--- src/rtl/mem_arbiter.sv ---
// Round-robin arbiter sharing one slow memory between I- and D-cache; registered outputs,
// >=3 cycles request-to-ready; losing port simply holds its request until served.
module mem_arbiter #(
   parameter int ADDR_W = 28,
   parameter int DATA_W = 128
) (
   input  logic              clk,
   input  logic              rst_n,
   input  logic              i_read,
   input  logic              i_write,
   input  logic [ADDR_W-1:0] i_addr,
   input  logic [DATA_W-1:0] i_wdata,
   output logic [DATA_W-1:0] i_rdata,
   output logic              i_ready,
   input  logic              d_read,
   input  logic              d_write,
   input  logic [ADDR_W-1:0] d_addr,
   input  logic [DATA_W-1:0] d_wdata,
   output logic [DATA_W-1:0] d_rdata,
   output logic              d_ready,
   output logic              mem_read,
   output logic              mem_write,
   output logic [ADDR_W-1:0] mem_addr,
   output logic [DATA_W-1:0] mem_wdata,
   input  logic [DATA_W-1:0] mem_rdata,
   input  logic              mem_ready,
   output logic [15:0]       busy_cnt
);

   typedef enum logic [1:0] {IDLE, ACCESS, RESP} state_t;

   state_t              state_q, state_d;
   logic                gnt_d_q, gnt_d_d;
   logic                last_d_q, last_d_d;
   logic                mem_read_q, mem_read_d;
   logic                mem_write_q, mem_write_d;
   logic [ADDR_W-1:0]   mem_addr_q, mem_addr_d;
   logic [DATA_W-1:0]   mem_wdata_q, mem_wdata_d;
   logic [DATA_W-1:0]   i_rdata_q, i_rdata_d;
   logic [DATA_W-1:0]   d_rdata_q, d_rdata_d;
   logic                i_ready_q, i_ready_d;
   logic                d_ready_q, d_ready_d;
   logic [15:0]         busy_q, busy_d;

   logic i_req, d_req, pick_d;
   assign i_req  = i_read | i_write;
   assign d_req  = d_read | d_write;
   // On a tie the side that did not own the previous transaction wins
   assign pick_d = d_req & (~i_req | ~last_d_q);

   always_ff @(posedge clk) begin
      if (!rst_n) state_q <= IDLE;
      else        state_q <= state_d;
   end

   always_comb begin
      state_d = state_q;
      case (state_q)
         IDLE:    if (i_req || d_req) state_d = ACCESS;
         ACCESS:  if (mem_ready)      state_d = RESP;
         RESP:                        state_d = IDLE;
         default:                     state_d = IDLE;
      endcase
   end

   always_comb begin
      gnt_d_d     = gnt_d_q;
      last_d_d    = last_d_q;
      mem_read_d  = mem_read_q;
      mem_write_d = mem_write_q;
      mem_addr_d  = mem_addr_q;
      mem_wdata_d = mem_wdata_q;
      i_rdata_d   = i_rdata_q;
      d_rdata_d   = d_rdata_q;
      i_ready_d   = 1'b0;
      d_ready_d   = 1'b0;
      busy_d      = (state_q != IDLE && busy_q != 16'hFFFF) ? busy_q + 16'd1 : busy_q;
      case (state_q)
         IDLE: begin
            mem_read_d  = 1'b0;
            mem_write_d = 1'b0;
            if (i_req || d_req) begin
               gnt_d_d = pick_d;
               // A write wins over a read raised on the same port
               if (pick_d) begin
                  mem_write_d = d_write;
                  mem_read_d  = ~d_write;
                  mem_addr_d  = d_addr;
                  mem_wdata_d = d_wdata;
               end else begin
                  mem_write_d = i_write;
                  mem_read_d  = ~i_write;
                  mem_addr_d  = i_addr;
                  mem_wdata_d = i_wdata;
               end
            end
         end
         ACCESS: begin
            if (mem_ready) begin
               mem_read_d  = 1'b0;
               mem_write_d = 1'b0;
               if (gnt_d_q) begin
                  d_rdata_d = mem_rdata;
                  d_ready_d = 1'b1;
               end else begin
                  i_rdata_d = mem_rdata;
                  i_ready_d = 1'b1;
               end
            end
         end
         RESP:    last_d_d = gnt_d_q;
         default: ;
      endcase
   end

   always_ff @(posedge clk) begin
      if (!rst_n) begin
         gnt_d_q     <= 1'b0;
         last_d_q    <= 1'b0;
         mem_read_q  <= 1'b0;
         mem_write_q <= 1'b0;
         mem_addr_q  <= '0;
         mem_wdata_q <= '0;
         i_rdata_q   <= '0;
         d_rdata_q   <= '0;
         i_ready_q   <= 1'b0;
         d_ready_q   <= 1'b0;
         busy_q      <= 16'd0;
      end else begin
         gnt_d_q     <= gnt_d_d;
         last_d_q    <= last_d_d;
         mem_read_q  <= mem_read_d;
         mem_write_q <= mem_write_d;
         mem_addr_q  <= mem_addr_d;
         mem_wdata_q <= mem_wdata_d;
         i_rdata_q   <= i_rdata_d;
         d_rdata_q   <= d_rdata_d;
         i_ready_q   <= i_ready_d;
         d_ready_q   <= d_ready_d;
         busy_q      <= busy_d;
      end
   end

   assign mem_read  = mem_read_q;
   assign mem_write = mem_write_q;
   assign mem_addr  = mem_addr_q;
   assign mem_wdata = mem_wdata_q;
   assign i_rdata   = i_rdata_q;
   assign d_rdata   = d_rdata_q;
   assign i_ready   = i_ready_q;
   assign d_ready   = d_ready_q;
   assign busy_cnt  = busy_q;

endmodule

--- config.mk ---
export PLATFORM = sky130hd
export DESIGN_NAME = mem_arbiter
export DESIGN_NICKNAME = d
export VERILOG_FILES = /design/src/rtl/mem_arbiter.sv
export SDC_FILE = /design/constraint.sdc
export NUM_CORES = 1
export LEC_CHECK = 0
export CAP_MARGIN = 10
export CORE_AREA = 2 2 341 343
export CTS_CLUSTER_SIZE = 25
export DETAILED_ROUTE_END_ITERATION = 12
export DIE_AREA = 0 0 343 345
export HOLD_SLACK_MARGIN = 0.03
export REMOVE_ABC_BUFFERS = 1
export SLEW_MARGIN = 0
export SYNTH_ARGS = -nofsm -noshare
export SYNTH_HDL_FRONTEND = slang
export SYNTH_SLANG_ARGS = --single-unit
export TNS_END_PERCENT = 1
--- constraint.sdc ---
create_clock -name clk -period 1.85 [get_ports clk]
set_input_delay 0.37 -clock clk [delete_from_list [all_inputs] [get_ports clk]]
set_output_delay 0.37 -clock clk [all_outputs]
set_load 0.1 [all_outputs]
==> reports/qor.csv <==
stage,metric,value,unit
outcome,outcome,completed,
global_routing,vias in the first global route,17205,
drt,DR vias/cell,3.90,
sta,max-slew violation count,0,
critical_path,CP arrival,1.35,ns
critical_path,R2R Path End,busy_cnt[14],
finish,most frequent cells in the layout,"nand2_1 (524), clkdlybuf4s50_1 (445), buf_12 (439)",
critical_path,R2R setup slack,0.14,ns
synth,ys flop type,dfxtp_1,
finish,ratio of cells with drive above 1 in the final layout,23.9,%
finish,"commonest non-fill, non-tap cell in the layout",nand2_1,
place,Port Buffer Count,878,
sta,final period utilization,93.0,%
finish,area grow syn2layout,106,%
critical_path,Worst path depth,2,
cts,"Reg clk slew, reported paths",0.06,ns
critical_path,critical-path cell list,buf_4 -> buf_12,
sta,Worst slew margin,73.4,%
finish,fillers,11998,
cts,TritonCTS buffer count,51,
synth,leading area contributor after synthesis,dfxtp_1,
sta,final setup vio count,0,
critical_path,Setup crit start,busy_cnt[8],
pwr,reported leakage power,13.2,nW
critical_path,reg2reg path depth,5,
critical_path,Critical Path Sink Type,output pin,
cts,CTS Sinks,436,
die,io pins,879,
sta,Fin Clk Skew,0.00903,ns
cts,hold_buf cts,0,
sta,Fin Hold WS,0.162,ns
global_routing,initial antenna violation count,3,
die,Starting Density,14.3,%
critical_path,CP max stage delay,0.39,ns
global_routing,total gr overflow,0,
sta,final hold violation count,0,
synth,asr flop ratio synth,0,%
synth,Synth area leaders,"dfxtp_1 (53%), a21oi_1 (13%), nand2_1 (12%)",
critical_path,reg2reg start,busy_cnt[0],
pwr,Design Power,31.5,mW
sta,actual slew at the worst max-slew pin,0.399,ns
place,Final HPWL DP,64700,µm
pwr,Worst VDD drop,0.681,mV
drt,Initial DRC Count,804,
synth,synth unique cells,40,
cts,htree depth,2,
die,Die Y-Extent,345,µm
die,Die Width,343,µm
die,Core Area,115000,µm²
synth,"Avg Cell Area, Syn",8.48,µm²
synth,share of the synthesized area in the top cell type,53.1,%
die,Die ar.,118000,µm²
drt,post-route ant nets,0,
cts,Max Buffers Root-to-Sink,3,
synth,sequential area share after synthesis,53.1,%
sta,Max Clock Freq,0.581,GHz
sta,RSZ-0062 raised after global routing,no,
synth,Syn Std Cell Area,16400,µm²
synth,number of synthesized flops with an enable pin,0,
drt,DRC viols,0,
pwr,pwr/cell area,930,nW/µm²
global_routing,GRT Util Overall,13.2,%
critical_path,CP Max Fanout,5,
cts,Clock Latency Late Sink,0.60,ns
drt,total iterations of the first detailed-routing run,5,
sta,Tmin final,1.72,ns
synth,Ys Warns,0,
cts,CTS root buf,clkbuf_16,
critical_path,"Largest delay share family, worst path",flip-flops,
run,number of max-cap violations,0,
drt,Avg WL per Cell,18.3,µm
critical_path,WP buf/inv,2,
drt,drt total wl,81300,µm
finish,layout net count,3321,
critical_path,data required time of the worst path,1.48,ns
cts,CTS tree,yes,
global_routing,largest net degree at the start of global routing,64,
critical_path,Setup CP Type,reg2out,
die,# rows,125,
place,gpl congestion,0.912,
critical_path,"Slowest-stage cell, CP",dfxtp_1,
global_routing,first-pass GRT wire length,117000,µm
critical_path,CP endpoint,busy_cnt[8],
synth,Synth Instances,1940,
drt,routed vias,17326,
critical_path,Startpoint Class,flop,
worst_hold_path,worst hold path type,in2reg,
synth,"FF+latch count, synth",436,
## stage by stage
| step | worst slack (ns) | utilization, % | setup TNS, ns | cell area, µm² | std cells |
|---|---|---|---|---|---|
| 5_1_grt | 0.0205 | 29.5 | 0 | 33900 | 4438 |
| 2_1_floorplan | -4.69 | - | -1528.05 | 15800 | 1781 |
| 3_5_place_dp | -0.404 | 27.9 | -82.00 | 32100 | 4344 |
| 4_1_cts | 0.0275 | 29.4 | 0 | 33900 | 4437 |
| 6_report | 0.129 | 29.5 | 0 | 33900 | 4438 |
| 3_3_place_gp | -0.401 | 27.9 | -76.63 | 32100 | 4344 |
## area by class of cell
cell class | count | area, µm² | area share, %
Timing Repair Buffer | 1039 | 14400 | 42.5
Sequential cell | 436 | 8730 | 25.8
Multi-Input combinational cell | 1342 | 7060 | 20.8
Tap cell | 1524 | 1910 | 5.62
Clock buffer | 81 | 1640 | 4.84
Clock inverter | 12 | 143 | 0.421
Inverter | 3 | 18.8 | 0.0554
Antenna cell | 1 | 2.50 | 0.00738
## sequential cells by signal (all words and copies together), names as in the netlist
name,flops
d_rdata,128
last_d_q,1
d_ready,1
mem_read,1
mem_addr,28
gnt_d_q,1
busy_cnt,16
mem_wdata,128
i_ready,1
state_q,2
mem_write,1
i_rdata,128
## worst min-delay path by stage
stage | startpoint | endpoint | cells past startpoint
after floorplan | rst_n | mem_write | 1
after global placement | d_rdata[88] | d_rdata[88] | 2
after detailed placement | d_rdata[88] | d_rdata[88] | 2
after CTS | rst_n | busy_cnt[5] | 3
after global routing | rst_n | busy_cnt[5] | 3
final | rst_n | busy_cnt[5] | 3
## synthesized netlist by cell type (4+ instances only)
cell type and number:
buf_1 10, nand2b_1 7, nand3_1 4, a21oi_1 422, nor2_1 11, clkbuf_1 69
mux2i_1 162, o21ai_1 9, buf_2 78, or4_1 4, o21ai_0 156, dfxtp_1 436
nand2_1 525, o31ai_1 5
## where the power goes
group | switching, mW | internal (mW) | total (mW)
Sequential | 0.691 | 10.0 | 10.7
Combinational | 6.34 | 3.79 | 10.1
Clock | 4.24 | 6.46 | 10.7
## timing repair
| action | in CTS | in global routing |
|---|---|---|
| pin swaps | 0 | 0 |
| buffers inserted | 0 | 0 |
| setup endpoints to repair | 2 | 2 |
| gates resized for setup | 2 | 2 |
## routing by layer
metal	wire (µm)	GRT usage, %
met1	33700	16.2
met2	38200	21.6
met3	7600	5.03
met4	1750	3.39
met5	18	0
## worst reg2reg max path, cell delays in order, from the launching register on
cell and delay (ns):
dfxtp_1 0.34, ha_2 0.22, o21ai_1 0.14, or3_4 0.40, nor4_2 0.33, mux2i_1 0.21
## logic make-up (layout without fill, tap and decap cells)
| family | after synthesis | in the layout | synth area share [%] |
|---|---|---|---|
| AOI/OAI and AO/OA | 605 | 605 | 18.8 |
| adders and majority gates | 1 | 1 | 0.0761 |
| buffers and inverters | 162 | 1135 | 4.32 |
| DFF | 436 | 436 | 53.1 |
| muxes | 162 | 162 | 9.86 |
| other | 0 | 1 | 0 |
| and+or+nand+nor | 574 | 574 | 13.9 |
No activity file was read; power rests on OpenSTA's default activity.
